--- src/rtl/cv32e40s_rvfi_pkg.sv ---
// RVFI record types and trace-frame constants shared by the retirement trace
// serializer and its record FIFO.
package cv32e40s_rvfi_pkg;

    typedef struct packed {
        logic       clicptr;
        logic [1:0] cause_type;
        logic [2:0] debug_cause;
        logic [5:0] exception_cause;
        logic       debug;
        logic       exception;
        logic       trap;
    } rvfi_trap_t;

    typedef struct packed {
        logic [10:0] cause;
        logic        interrupt;
        logic        exception;
        logic        intr;
    } rvfi_intr_t;

    typedef struct packed {
        logic [31:0] order;
        logic [31:0] pc;
        logic [31:0] insn;
        logic [1:0]  mode;
        logic [2:0]  dbg;
        rvfi_trap_t  trap;
        rvfi_intr_t  intr;
    } rvfi_trace_rec_t;

    localparam logic [7:0]  TRACE_SYNC   = 8'hA5;
    localparam int unsigned TRACE_WORDS  = 5;
    localparam int unsigned TRACE_DROP_W = 8;

endpackage

--- src/rtl/cv32e40s_rvfi_trace_serializer_if.sv ---
// Valid/ready trace word port plus the record-drop pulse.
interface cv32e40s_rvfi_trace_serializer_if;

    logic        trace_valid_o;
    logic        trace_ready_i;
    logic [31:0] trace_data_o;
    logic        trace_last_o;
    logic        trace_drop_o;

    modport master (
        output trace_valid_o,
        output trace_data_o,
        output trace_last_o,
        output trace_drop_o,
        input  trace_ready_i
    );

    modport slave (
        input  trace_valid_o,
        input  trace_data_o,
        input  trace_last_o,
        input  trace_drop_o,
        output trace_ready_i
    );

endinterface

--- src/rtl/cv32e40s_rvfi_trace_fifo.sv ---
// Record FIFO for the trace serializer; pointers carry one extra wrap bit so
// full and empty are distinguishable without a counter.
module cv32e40s_rvfi_trace_fifo
    import cv32e40s_rvfi_pkg::*;
#(
    parameter int unsigned DEPTH = 4
) (
    input  logic            clk,
    input  logic            rst,
    input  logic            push,
    input  logic            pop,
    input  rvfi_trace_rec_t wdata,
    output rvfi_trace_rec_t rdata,
    output logic            full,
    output logic            empty
);

    localparam int unsigned AW = $clog2(DEPTH);

    rvfi_trace_rec_t mem [DEPTH];
    logic [AW:0]     wptr_q;
    logic [AW:0]     rptr_q;

    always_ff @(posedge clk or posedge rst) begin
        if (rst) begin
            wptr_q <= '0;
            rptr_q <= '0;
        end else begin
            if (push) wptr_q <= wptr_q + 1'b1;
            if (pop)  rptr_q <= rptr_q + 1'b1;
        end
    end

    always_ff @(posedge clk) begin
        if (push) mem[wptr_q[AW-1:0]] <= wdata;
    end

    assign rdata = mem[rptr_q[AW-1:0]];
    assign full  = (wptr_q[AW] != rptr_q[AW]) && (wptr_q[AW-1:0] == rptr_q[AW-1:0]);
    assign empty = (wptr_q == rptr_q);

endmodule

--- src/rtl/cv32e40s_rvfi_trace_serializer.sv ---
// Captures RVFI retirement records into a FIFO and streams each one as a
// 5-word trace frame; records arriving while full are dropped and counted.
module cv32e40s_rvfi_trace_serializer
    import cv32e40s_rvfi_pkg::*;
#(
    parameter int unsigned FIFO_DEPTH = 4
) (
    input  logic        clk_i,
    input  logic        rst_i,
    input  logic        rvfi_valid_i,
    input  logic [63:0] rvfi_order_i,
    input  logic [31:0] rvfi_pc_rdata_i,
    input  logic [31:0] rvfi_insn_i,
    input  logic [1:0]  rvfi_mode_i,
    input  logic [2:0]  rvfi_dbg_i,
    input  rvfi_trap_t  rvfi_trap_i,
    input  rvfi_intr_t  rvfi_intr_i,
    cv32e40s_rvfi_trace_serializer_if.master trace
);

    localparam logic [0:0] IDLE = 1'b0;
    localparam logic [0:0] SEND = 1'b1;

    logic [0:0]              state_q;
    logic [2:0]              word_idx_q;
    rvfi_trace_rec_t         frame_q;
    logic [TRACE_DROP_W-1:0] snap_q;
    logic [TRACE_DROP_W-1:0] drop_cnt_q;

    rvfi_trace_rec_t rec_in;
    rvfi_trace_rec_t fifo_head;
    logic            fifo_full;
    logic            fifo_empty;
    logic            push;
    logic            pop;
    logic            drop;
    logic            hs;
    logic            frame_done;
    logic [31:0]     word;
    logic            unused_order_hi;

    assign unused_order_hi = ^rvfi_order_i[63:32];

    assign rec_in = '{
        order: rvfi_order_i[31:0],
        pc:    rvfi_pc_rdata_i,
        insn:  rvfi_insn_i,
        mode:  rvfi_mode_i,
        dbg:   rvfi_dbg_i,
        trap:  rvfi_trap_i,
        intr:  rvfi_intr_i
    };

    assign hs         = (state_q == SEND) && trace.trace_ready_i;
    assign frame_done = hs && (word_idx_q == 3'(TRACE_WORDS - 1));
    // Loading on the final handshake lets a queued record follow with no bubble
    assign pop        = !fifo_empty && ((state_q == IDLE) || frame_done);
    assign drop       = rvfi_valid_i && fifo_full && !pop;
    assign push       = rvfi_valid_i && !drop;

    cv32e40s_rvfi_trace_fifo #(
        .DEPTH (FIFO_DEPTH)
    ) u_fifo (
        .clk   (clk_i),
        .rst   (rst_i),
        .push  (push),
        .pop   (pop),
        .wdata (rec_in),
        .rdata (fifo_head),
        .full  (fifo_full),
        .empty (fifo_empty)
    );

    always_ff @(posedge clk_i or posedge rst_i) begin
        if (rst_i) begin
            state_q    <= IDLE;
            word_idx_q <= '0;
            frame_q    <= '0;
            snap_q     <= '0;
        end else if (pop) begin
            state_q    <= SEND;
            word_idx_q <= '0;
            frame_q    <= fifo_head;
            snap_q     <= drop_cnt_q;
        end else if (frame_done) begin
            state_q    <= IDLE;
            word_idx_q <= '0;
        end else if (hs) begin
            word_idx_q <= word_idx_q + 1'b1;
        end
    end

    always_ff @(posedge clk_i or posedge rst_i) begin
        if (rst_i) begin
            drop_cnt_q <= '0;
        end else if (pop) begin
            drop_cnt_q <= TRACE_DROP_W'(drop);
        end else if (drop && (drop_cnt_q != '1)) begin
            drop_cnt_q <= drop_cnt_q + 1'b1;
        end
    end

    always_comb begin
        word = '0;
        case (word_idx_q)
            3'd0: word = {TRACE_SYNC, (snap_q != '0), frame_q.dbg, frame_q.mode,
                          frame_q.intr.intr, frame_q.trap.trap, frame_q.trap.exception,
                          frame_q.trap.debug, frame_q.trap.exception_cause, snap_q};
            3'd1: word = frame_q.order;
            3'd2: word = frame_q.pc;
            3'd3: word = frame_q.insn;
            3'd4: word = {frame_q.intr.cause, frame_q.intr.interrupt, frame_q.intr.exception,
                          frame_q.trap.debug_cause, frame_q.trap.cause_type,
                          frame_q.trap.clicptr, 13'b0};
            default: word = '0;
        endcase
    end

    assign trace.trace_valid_o = (state_q == SEND);
    assign trace.trace_data_o  = (state_q == SEND) ? word : '0;
    assign trace.trace_last_o  = (state_q == SEND) && (word_idx_q == 3'(TRACE_WORDS - 1));
    assign trace.trace_drop_o  = drop;

endmodule

--- src/flat_wrapper.sv ---
// flat-port wrapper written by rule: the top's interface ports become plain ports
module cv32e40s_rvfi_trace_serializer_flat import cv32e40s_rvfi_pkg::*;
#(
    parameter int unsigned FIFO_DEPTH = 4
)
  (clk_i, rst_i, rvfi_valid_i, rvfi_order_i, rvfi_pc_rdata_i, rvfi_insn_i, rvfi_mode_i, rvfi_dbg_i, rvfi_trap_i, rvfi_intr_i, trace_trace_valid_o, trace_trace_data_o, trace_trace_last_o, trace_trace_drop_o, trace_trace_ready_i);
  cv32e40s_rvfi_trace_serializer_if trace_i ();
  input  logic clk_i;
  input  logic rst_i;
  input  logic rvfi_valid_i;
  input  logic [63:0] rvfi_order_i;
  input  logic [31:0] rvfi_pc_rdata_i;
  input  logic [31:0] rvfi_insn_i;
  input  logic [1:0] rvfi_mode_i;
  input  logic [2:0] rvfi_dbg_i;
  input  rvfi_trap_t rvfi_trap_i;
  input  rvfi_intr_t rvfi_intr_i;
  output wire logic [$bits(trace_i.trace_valid_o)-1:0] trace_trace_valid_o;
  output wire logic [$bits(trace_i.trace_data_o)-1:0] trace_trace_data_o;
  output wire logic [$bits(trace_i.trace_last_o)-1:0] trace_trace_last_o;
  output wire logic [$bits(trace_i.trace_drop_o)-1:0] trace_trace_drop_o;
  input wire logic [$bits(trace_i.trace_ready_i)-1:0] trace_trace_ready_i;
  assign trace_trace_valid_o = trace_i.trace_valid_o;
  assign trace_trace_data_o = trace_i.trace_data_o;
  assign trace_trace_last_o = trace_i.trace_last_o;
  assign trace_trace_drop_o = trace_i.trace_drop_o;
  assign trace_i.trace_ready_i = trace_trace_ready_i;
  cv32e40s_rvfi_trace_serializer #(.FIFO_DEPTH(FIFO_DEPTH)) u_core (.clk_i(clk_i), .rst_i(rst_i), .rvfi_valid_i(rvfi_valid_i), .rvfi_order_i(rvfi_order_i), .rvfi_pc_rdata_i(rvfi_pc_rdata_i), .rvfi_insn_i(rvfi_insn_i), .rvfi_mode_i(rvfi_mode_i), .rvfi_dbg_i(rvfi_dbg_i), .rvfi_trap_i(rvfi_trap_i), .rvfi_intr_i(rvfi_intr_i), .trace(trace_i));
endmodule
--- config.mk ---
export PLATFORM = sky130hd
export DESIGN_NAME = cv32e40s_rvfi_trace_serializer_flat
export DESIGN_NICKNAME = d
export VERILOG_FILES = /design/src/rtl/cv32e40s_rvfi_pkg.sv /design/src/rtl/cv32e40s_rvfi_trace_serializer_if.sv /design/src/rtl/cv32e40s_rvfi_trace_fifo.sv /design/src/rtl/cv32e40s_rvfi_trace_serializer.sv /design/src/flat_wrapper.sv
export SDC_FILE = /design/constraint.sdc
export NUM_CORES = 1
export LEC_CHECK = 0
export ABC_AREA = 1
export BUFFER_PORTS_ARGS = -buffer_cell sky130_fd_sc_hd__buf_2
export CAP_MARGIN = 25
export CELL_PAD_IN_SITES_DETAIL_PLACEMENT = 0
export CELL_PAD_IN_SITES_GLOBAL_PLACEMENT = 1
export CORE_MARGIN = 4
export CORE_UTILIZATION = 49
export DETAILED_ROUTE_END_ITERATION = 12
export PLACE_DENSITY_LB_ADDON = 0.1
export SYNTH_ARGS = -nofsm -noshare
export SYNTH_HDL_FRONTEND = slang
export SYNTH_HIERARCHICAL = 1
export SYNTH_SLANG_ARGS = --single-unit
--- constraint.sdc ---
create_clock -name clk_i -period 6.1 [get_ports clk_i]
set_clock_uncertainty 0.15 [all_clocks]
set_input_delay 1.22 -clock clk_i [delete_from_list [all_inputs] [get_ports clk_i]]
set_output_delay 1.22 -clock clk_i [all_outputs]
set_load 0.02 [all_outputs]
==> impl_metrics.json, run 1 <==
{
  "r2r_start": "u_core/u_fifo/rptr_q[1]",
  "die_w_um": 253,
  "post-route-min-period_ns": 4.66,
  "power_leakage_nw": 13.7,
  "path_clk_slew_ns": 0.06,
  "endpoint": "trace_trace_data_o[21]",
  "portBuffers": 168,
  "synth_top_family_by_area": "compound AO/OA/AOI/OAI gates",
  "synth_edf_count": 520,
  "cts-resized-gates": 0,
  "cp_max_fo": 15,
  "hold_class": "flip-flop to flip-flop",
  "drc": 0,
  "slowest_stage": "inv_1",
  "grt_max_degree": 197,
  "wl_per_cell_um": 20.3,
  "final_hold_viol_count": 0,
  "drv_cap": 0,
  "fin_cells": 3429,
  "cp.required_ns": 4.73,
  "final_net_count": 2774,
  "setup.worst_path.start_class": "flip-flop",
  "rrSetupSlack_ns": 2.12,
  "r2r_end": "u_core/frame_q[73]",
  "grt_pass1_vias": 17300,
  "post-dp-hpwl_um": 44000,
  "num_rows": 89,
  "postCtsHoldBufs": 0,
  "cts_buffers": 73,
  "finalSetupViolations": 0,
  "cts_buffer_depth": 3,
  "grt_overflow": 0,
  "max-slew-margin-rel_pct": 27.0,
  "fin_area_mm2": 0.0328,
  "irDropWorstVdd_uv": 458,
  "syn_inst": 2457,
  "avgViaCountPerCell": 5.12,
  "rr_worst_depth": 12,
  "synth_adder_area_share_pct": 0.467,
  "htreeDepth": 3,
  "syn_avg_cell_area_um2": 12.0,
  "grtUsageTotal_pct": 21.7,
  "ys_ff_latch": 676,
  "clock_latency_ns": 0.60,
  "synthArstFlopShare_pct": 23.1,
  "synth-compound-area-share_pct": 12.5,
  "path_cells": "inv_1 > ha_1 > nand2_1 > inv_1 > nand2_1 > nand3_1 > nor2_1 > nor2_1 > buf_2",
  "cts_sinks": 676,
  "timing.hold.ws_ns": 0.330,
  "die-area_mm2": 0.0641,
  "drt_iter0_markers": 1230,
  "dr_wl_met2_um": 33100,
  "yosys_warnings": 6,
  "place_congestion": 0.821,
  "dpl_cell_area_mm2": 0.0305,
  "yosysUniqueCellTypes": 33,
  "cts_tree": "done",
  "vias": 17600,
  "whs_path_depth": 2,
  "top_layer": "met5",
  "critical_path_arrival_ns": 3.29,
  "fin_crit_sh_pct": 76.4,
  "core_mm2": 0.0592,
  "seq_area_frac_synth_pct": 66.3,
  "ios": 201,
  "synth_xor_area_share_pct": 0.297,
  "tightest_slew_ns": 1.10,
  "powerDensity_mw_per_mm2": 504,
  "slew_violations": 0,
  "path_class": "flip-flop to output pin",
  "cp-startpoint": "u_core/word_idx_q[0]",
  "floorplan.initialDensity_pct": 49.7,
  "setup_tns_ns": 0,
  "grt_antenna_before_repair": 3,
  "drtPass1Iterations": 5,
  "dieHeight_um": 253,
  "layout-drive-gt1-share_pct": 22.5,
  "rsz0062_at_grt": "no",
  "yosys_most_used_dff": "edfxtp_1",
  "endpoint_kind": "output pin",
  "cts_setup_buffers": 0,
  "area_growth_syn_to_layout_pct": 11.4,
  "fmax_mhz": 215,
  "syn_nets": 2634,
  "wl_met1_um": 32000,
  "cts_root_buffer": "clkbuf_16",
  "p_total_mw": 16.5,
  "grt_pass1_wl_um": 106000,
  "dp_cells": 3295,
  "synth_area_mm2": 0.0294,
  "crit_path_max_incr_delay_ns": 0.66,
  "muxShareOfSynthArea_pct": 0.0340,
  "yosys.area_share.simple_pct": 11.8,
  "drtAntennaViolNets": 0,
  "finalWirelength_um": 69500,
  "outcome": "finished clean",
  "wl_met3_um": 3230
}
## worst max-delay path: cells and delay by family (launching register included)
kind	cells	cell delay, ns
simple gates	5	1.02
buf+inv	3	1.00
flops	1	0.43
fa+ha+maj	1	0.24
## sequential cells by signal (all words and copies together) (netlist names)
| register | cells |
|---|---|
| u_core/u_fifo/mem | 520 |
| u_core/trace.trace_valid_o | 1 |
| u_core/u_fifo/rptr_q | 3 |
| u_core/snap_q | 8 |
| u_core/word_idx_q | 3 |
| u_core/frame_q | 130 |
| u_core/drop_cnt_q | 8 |
| u_core/u_fifo/wptr_q | 3 |
## per-layer routing
layer,GRT usage (%),vias to the layer above
li1,-,8500
met1,31.7,8659
met5,0,-
met4,5.26,2
met2,34.6,331
met3,3.53,64
## cell families (layout without fill, tap and decap cells)
logic type      Yosys count  after routing
compound gates          403            403
xor+xnor                 10             10
fa+ha+maj                11             11
buf+inv                 497            695
flops                   676            676
mux                       1              1
other cells               0              1
simple gates            859            859
## power breakdown
group	internal [mW]	total [mW]	switching (mW)
registers	6.20	6.68	0.476
clock network	2.56	4.29	1.74
logic	1.60	5.58	3.97
total	10.4	16.5	6.19
## area by class of cell
cell class | instances | area (um2)
repair buffers | 197 | 1170
fillers | 5031 | 26400
well taps | 773 | 967
flip-flops and latches | 676 | 19500
clock inverters | 28 | 221
diodes | 1 | 2.50
inverters | 365 | 1400
multi-input cells | 1284 | 7400
clock buffers | 105 | 2130
## worst min path at each step
stage / start / to
floorplan: u_core/frame_q[57] / u_core/frame_q[57]
global placement: u_core/frame_q[114] / u_core/frame_q[114]
detailed placement: u_core/frame_q[63] / u_core/frame_q[63]
CTS: u_core/frame_q[63] / u_core/frame_q[63]
global route: u_core/frame_q[123] / u_core/frame_q[123]
finish: u_core/frame_q[63] / u_core/frame_q[63]
## placed cells by master (no fill, tap or decap), types with 61 or more instances in the layout
master     synthesis  final
edfxtp_1         520    520
dfrtp_1          156    154
o211ai_1          61     61
o21ai_0          104    104
nand2_2           81     81
buf_2             40    168
nor2_1            69     69
o211ai_2         199    199
clkbuf_16          0     77
nand2_1          683    683
inv_1            361    356
## Yosys cell counts, drive strengths merged, types with 3 or more instances
cell type | n | area share [%]
a21oi | 13 | 0.22
buf | 116 | 3.6
clkbuf | 16 | 0.28
dfrtp | 156 | 13
edfxtp | 520 | 53
ha | 11 | 0.47
inv | 364 | 4.7
nand2 | 765 | 10
nand3 | 23 | 0.41
nor2 | 70 | 0.90
o211ai | 260 | 10
o21ai | 106 | 1.8
o22ai | 22 | 0.47
xnor2 | 3 | 0.089
xor2 | 7 | 0.21
## through the flow
| stage | util [%] | worst slack (ns) |
|---|---|---|
| after global placement | 51.4 | 1.99 |
| after floorplan | - | 0.694 |
| final | 55.4 | 1.44 |
| after detailed placement | 51.4 | 2.03 |
| after CTS | 55.4 | 1.36 |
| after global routing | 55.4 | 1.25 |
No activity file was read; power rests on OpenSTA's default activity.
==> inputs of run 2 (changes only) <==
--- a/config.mk
+++ b/config.mk
@@ -11,7 +11,7 @@
 export CELL_PAD_IN_SITES_DETAIL_PLACEMENT = 0
 export CELL_PAD_IN_SITES_GLOBAL_PLACEMENT = 1
 export CORE_MARGIN = 4
-export CORE_UTILIZATION = 49
+export CORE_UTILIZATION = 45
 export DETAILED_ROUTE_END_ITERATION = 12
 export PLACE_DENSITY_LB_ADDON = 0.1
 export SYNTH_ARGS = -nofsm -noshare
==> constraint.sdc (replaced) <==
create_clock -name clk_i -period 3.76 [get_ports clk_i]
set_clock_uncertainty 0.15 [all_clocks]
set_input_delay 0.752 -clock clk_i [delete_from_list [all_inputs] [get_ports clk_i]]
set_output_delay 0.752 -clock clk_i [all_outputs]
set_load 0.02 [all_outputs]
==> run 2 against run 1 <==
Combinational power rose by 67%. Register-to-register slack lost 1.5 ns. Sequential share of layout area shrank 0.64 points. Final area is 1.1% higher. Clock-buffer cell count increased by 2. Via count up 0.61%. Hold slack got worse by 0.12 ns. Utilization shrank 4.0 points. Flip-flop and latch count is the same. Largest power group unchanged.
==> impl_metrics.json, run 2 (synthesis results as in run 1) <==
{
  "cp.required_ns": 2.86,
  "largest_register_ffs": 520,
  "die-area_mm2": 0.0696,
  "outcome": "finished clean",
  "timing.hold.ws_ns": 0.212,
  "post-route-min-period_ns": 3.63,
  "grt_overflow": 0,
  "cts_sinks": 676,
  "slew_violations": 0,
  "endpoint": "trace_trace_data_o[18]",
  "layout-drive-gt1-share_pct": 23.0,
  "grt_max_degree": 206,
  "cts_root_buffer": "clkbuf_16",
  "hold_class": "input pin to flip-flop",
  "fmax_mhz": 275,
  "post-dp-hpwl_um": 45300,
  "grt_antenna_before_repair": 8,
  "finalWirelength_um": 71100,
  "floorplan.initialDensity_pct": 45.6,
  "setup_tns_ns": 0,
  "wl_per_cell_um": 20.1,
  "dr_wl_met2_um": 33200,
  "rrSetupSlack_ns": 0.65,
  "critical_path.most_common_cell": "inv_1",
  "endpoint_kind": "output pin",
  "setup.worst_path.start_class": "flip-flop",
  "avgViaCountPerCell": 5.00,
  "crit_path_max_incr_delay_ns": 0.40,
  "clock_latency_ns": 0.60,
  "core_mm2": 0.0646,
  "grt_pass1_vias": 17300,
  "dieHeight_um": 264,
  "drt_iter0_markers": 1272,
  "final_util_pct": 51.4,
  "vias": 17700,
  "cts_tree": "done",
  "rsz0062_at_grt": "no",
  "critical_path_arrival_ns": 2.73,
  "cp-startpoint": "u_core/word_idx_q[1]",
  "path_cells": "inv_1 > ha_1 > inv_1 > nor2_2 > buf_6 > nand2_1 > o21ai_0 > nor2_1 > a21oi_1 > buf_2",
  "drc": 0,
  "final_net_count": 2788,
  "path_class": "flip-flop to output pin",
  "htreeDepth": 3,
  "num_rows": 93,
  "die_w_um": 264,
  "r2r_end": "u_core/drop_cnt_q[0]",
  "tightest_slew_ns": 1.12,
  "wl_met1_um": 32600,
  "layout_common_cells": "nand2_1 (681), edfxtp_1 (520), inv_1 (354), o211ai_2 (199), buf_2 (168)",
  "drv_cap": 0,
  "cts_buffer_depth": 3,
  "cts_buffers": 75,
  "slowest_stage": "dfrtp_1",
  "layout_commonest_cell": "nand2_1",
  "top_layer": "met5",
  "place_congestion": 0.810,
  "rr_worst_depth": 12,
  "wl_met3_um": 3450,
  "powerDensity_mw_per_mm2": 815,
  "cp_max_fo": 22,
  "cts_setup_buffers": 0,
  "fill_cells": 5720,
  "fin_crit_sh_pct": 96.7,
  "drtPass1Iterations": 5,
  "final_hold_viol_count": 0,
  "portBuffers": 168,
  "power_leakage_nw": 13.8,
  "drtAntennaViolNets": 0,
  "r2r_start": "u_core/u_fifo/rptr_q[1]",
  "area_growth_syn_to_layout_pct": 12.7,
  "grt_pass1_wl_um": 108000,
  "max-slew-margin-rel_pct": 25.5,
  "finalSetupViolations": 0,
  "irDropWorstVdd_uv": 580,
  "path_clk_slew_ns": 0.06,
  "grtUsageTotal_pct": 20.2,
  "ios": 201
}
-- run 2: where the power goes --
| group | internal (mW) | switching, mW |
|---|---|---|
| logic | 2.73 | 6.61 |
| clock network | 4.19 | 2.82 |
| registers | 10.1 | 0.632 |
-- run 2: cell type report --
cell class	instances	area [um2]	area share [%]
diodes	5	12.5	0.0377
clock buffers	107	2120	6.40
clock inverters	30	241	0.728
inverters	365	1400	4.23
multi-input cells	1284	7440	22.4
flip-flops and latches	676	19500	58.9
well taps	855	1070	3.22
repair buffers	209	1360	4.08
-- run 2: worst min path at each step --
stage | from | to | cells after the start
2_1_floorplan | u_core/frame_q[57] | u_core/frame_q[57] | 2
3_3_place_gp | u_core/frame_q[114] | u_core/frame_q[114] | 2
3_5_place_dp | u_core/frame_q[113] | u_core/frame_q[113] | 2
4_1_cts | rvfi_pc_rdata_i[27] | u_core/u_fifo/mem[3][93] | 1
5_1_grt | rvfi_trap_i[10] | u_core/u_fifo/mem[1][24] | 1
6_report | rvfi_pc_rdata_i[9] | u_core/u_fifo/mem[2][75] | 1
-- run 2: timing repair --
action | in CTS | in global routing
endpoints found under the hold margin | 6 | 0
resized for setup | 2 | 4
setup endpoints to repair | 2 | 10
hold buffers | 1 | 0
-- run 2: metrics by stage --
stage | area, um2 | total power [mW] | setup slack (ns) | std cells
after global routing | 33200 | 28.7 | 0.00298 | 3529
after detailed placement | 30800 | 20.3 | 0.585 | 3388
after floorplan | 29500 | 17.8 | -0.416 | 2457
after CTS | 33200 | 27.4 | 0.00927 | 3526
final | 33200 | 27.0 | 0.126 | 3531
after global placement | 30800 | 20.1 | 0.618 | 3388
-- run 2: critical path, delay by kind of cell (launching register included) --
| family | cells | cell delay, ns |
|---|---|---|
| buffers and inverters | 4 | 0.67 |
| AOI/OAI and AO/OA | 2 | 0.47 |
| DFF | 1 | 0.40 |
| and+or+nand+nor | 3 | 0.45 |
| adders and majority gates | 1 | 0.15 |
-- run 2: per-layer routing --
metal	global-route usage [%]	vias up
met5	0	-
met4	5.93	4
met3	4.03	115
met2	31.5	332
met1	29.0	8672
li1	-	8540
==> inputs of run 3 (changes only) <==
--- a/config.mk
+++ b/config.mk
@@ -11,7 +11,8 @@
 export CELL_PAD_IN_SITES_DETAIL_PLACEMENT = 0
 export CELL_PAD_IN_SITES_GLOBAL_PLACEMENT = 1
 export CORE_MARGIN = 4
-export CORE_UTILIZATION = 45
+export CORE_UTILIZATION = 46
+export CTS_BUF_LIST = sky130_fd_sc_hd__clkbuf_4 sky130_fd_sc_hd__clkbuf_8
 export DETAILED_ROUTE_END_ITERATION = 12
 export PLACE_DENSITY_LB_ADDON = 0.1
 export SYNTH_ARGS = -nofsm -noshare
==> run 3 against run 2 <==
Die area is 2.1% lower. Via count is 1.5% higher. Critical path depth stayed put. Final area is 0.31% lower. Routed wire length hardly changed. Global-route usage is 0.64 points higher. Clock power is 7.3% lower. Sequential power hardly changed. Power is 2.2% lower. Maximum frequency is 0.24% higher. Hold slack worse by 0.088 ns. Largest cell class unchanged. Highest routed layer unchanged.
==> impl_metrics.json, run 3 (synthesis results as in run 1) <==
{
  "drv_cap": 0,
  "hold_class": "input pin to flip-flop",
  "setup.worst_path.start_class": "flip-flop",
  "powerDensity_mw_per_mm2": 800,
  "area_growth_syn_to_layout_pct": 12.3,
  "cts_setup_buffers": 0,
  "crit_path_max_incr_delay_ns": 0.40,
  "place_congestion": 0.824,
  "finalSetupViolations": 0,
  "r2r_end": "u_core/u_fifo/mem[0][72]",
  "path_clk_slew_ns": 0.06,
  "fin_crit_sh_pct": 96.4,
  "grtUsageTotal_pct": 20.9,
  "portBuffers": 168,
  "r2r_start": "u_core/word_idx_q[0]",
  "post-route-min-period_ns": 3.63,
  "cts_buffers": 113,
  "htreeDepth": 3,
  "cts_root_buffer": "clkbuf_8",
  "finalWirelength_um": 71200,
  "critical_path_arrival_ns": 2.72,
  "core_mm2": 0.0632,
  "slowest_stage": "dfrtp_1",
  "die-area_mm2": 0.0681,
  "drtAntennaViolNets": 0,
  "max-slew-margin-rel_pct": 30.1,
  "fin_cells": 3589,
  "final_net_count": 2820,
  "post-dp-hpwl_um": 44500,
  "endpoint_kind": "output pin",
  "fill_cells": 5584,
  "tightest_slew_ns": 1.05,
  "path_class": "flip-flop to output pin",
  "dpl_cell_area_mm2": 0.0307,
  "cts_buffer_depth": 3,
  "dp_cells": 3373,
  "drtPass1Iterations": 5,
  "layout_commonest_cell": "nand2_1",
  "cp.required_ns": 2.86,
  "cts_tree": "done",
  "grt_max_degree": 163,
  "num_rows": 92,
  "hold_end": "u_core/u_fifo/mem[2][129]",
  "ios": 201,
  "die_w_um": 261,
  "floorplan.initialDensity_pct": 46.6,
  "rrSetupSlack_ns": 0.80,
  "grt_antenna_before_repair": 5,
  "wl_per_cell_um": 19.8,
  "cp_max_fo": 16,
  "grt_pass1_wl_um": 108000,
  "slew_violations": 0,
  "layout_common_cells": "nand2_1 (681), edfxtp_1 (520), inv_1 (353), o211ai_2 (199), buf_2 (168)",
  "vias": 17900,
  "whs_path_depth": 1,
  "final_util_pct": 52.3,
  "path_cells": "inv_1 > ha_1 > inv_1 > nor2_2 > buf_4 > nand2_1 > o21ai_0 > nor2_1 > nor2_1 > buf_2",
  "avgViaCountPerCell": 5.00,
  "layout_setup_ws_ns": 0.134,
  "layout-drive-gt1-share_pct": 25.6,
  "min-delay-start": "rvfi_order_i[31]",
  "outcome": "finished clean",
  "grt_overflow": 0,
  "fin_area_mm2": 0.0331,
  "dp_slack_ns": 0.652,
  "power_leakage_nw": 13.8,
  "grt_pass1_vias": 17700,
  "largest_register_ffs": 520,
  "rsz0062_at_grt": "yes",
  "cts_sinks": 676,
  "final_hold_viol_count": 0,
  "rr_worst_depth": 11,
  "clock_latency_ns": 0.69,
  "drt_iter0_markers": 1295,
  "fmax_mhz": 276,
  "irDropWorstVdd_uv": 712,
  "drc": 0,
  "dieHeight_um": 261
}
## run 3: worst max-delay path: cells and delay by family (launching register included)
family,cells,cell delay (ns)
AOI/OAI and AO/OA,1,0.11
adders and majority gates,1,0.14
buffers and inverters,4,0.66
DFF,1,0.40
and+or+nand+nor,4,0.73
## run 3: how the worst max path moves through the flow
stage | from | to | slack (ns) | depth (start not counted)
2_1_floorplan | u_core/u_fifo/rptr_q[0] | u_core/u_fifo/mem[0][0] | -0.42 | 14
3_3_place_gp | trace_trace_ready_i | u_core/u_fifo/mem[0][77] | 0.68 | 10
3_5_place_dp | u_core/word_idx_q[0] | trace_trace_data_o[23] | 0.65 | 7
4_1_cts | u_core/word_idx_q[1] | trace_trace_data_o[17] | 0.03 | 10
5_1_grt | u_core/word_idx_q[0] | trace_trace_data_o[19] | -0.02 | 10
6_report | u_core/word_idx_q[1] | trace_trace_data_o[13] | 0.13 | 10
## run 3: final cells by class
cell class	count	area [um2]	area share, %
well taps	846	1060	3.20
repair buffers	203	1290	3.91
diodes	3	7.51	0.0227
inverters	365	1410	4.26
multi-input cells	1284	7460	22.5
flip-flops and latches	676	19500	59.0
clock inverters	32	161	0.488
clock buffers	180	2160	6.53
## run 3: stage by stage
step	power, mW	hold WS (ns)	setup TNS, ns
finish	26.5	0.124	0
global placement	20.1	0.317	0
floorplan	17.8	0.299	-213.22
detailed placement	20.2	0.317	0
CTS	26.8	0.0364	0
global route	28.1	0.0765	-0.0227
## run 3: per-layer routing
metal / up-vias / global-route usage, % / wire length, um / part of all wire [%]
li1: 8614 / - / - / -
met1: 8808 / 29.8 / 32200 / 45
met2: 411 / 32.6 / 33000 / 46
met3: 100 / 3.78 / 4050 / 5.7
met4: 2 / 6.96 / 1950 / 2.7
met5: - / 0 / 7 / 0.0098
## run 3: repair_timing
action / CTS / global route
hold buffers: 1 / 0
cloned: 0 / 0
gates resized for setup: 3 / 8
setup endpoints to repair: 9 / 8
endpoints found under the hold margin: 6 / 0
pin swaps: 0 / 0
## run 3: power breakdown
group / leakage, nW / internal [mW] / switching [mW]
Sequential: 6.72 / 10.1 / 0.639
Clock: 1.25 / 3.68 / 2.83
Combinational: 5.87 / 2.71 / 6.54
Total: 13.8 / 16.5 / 10.0
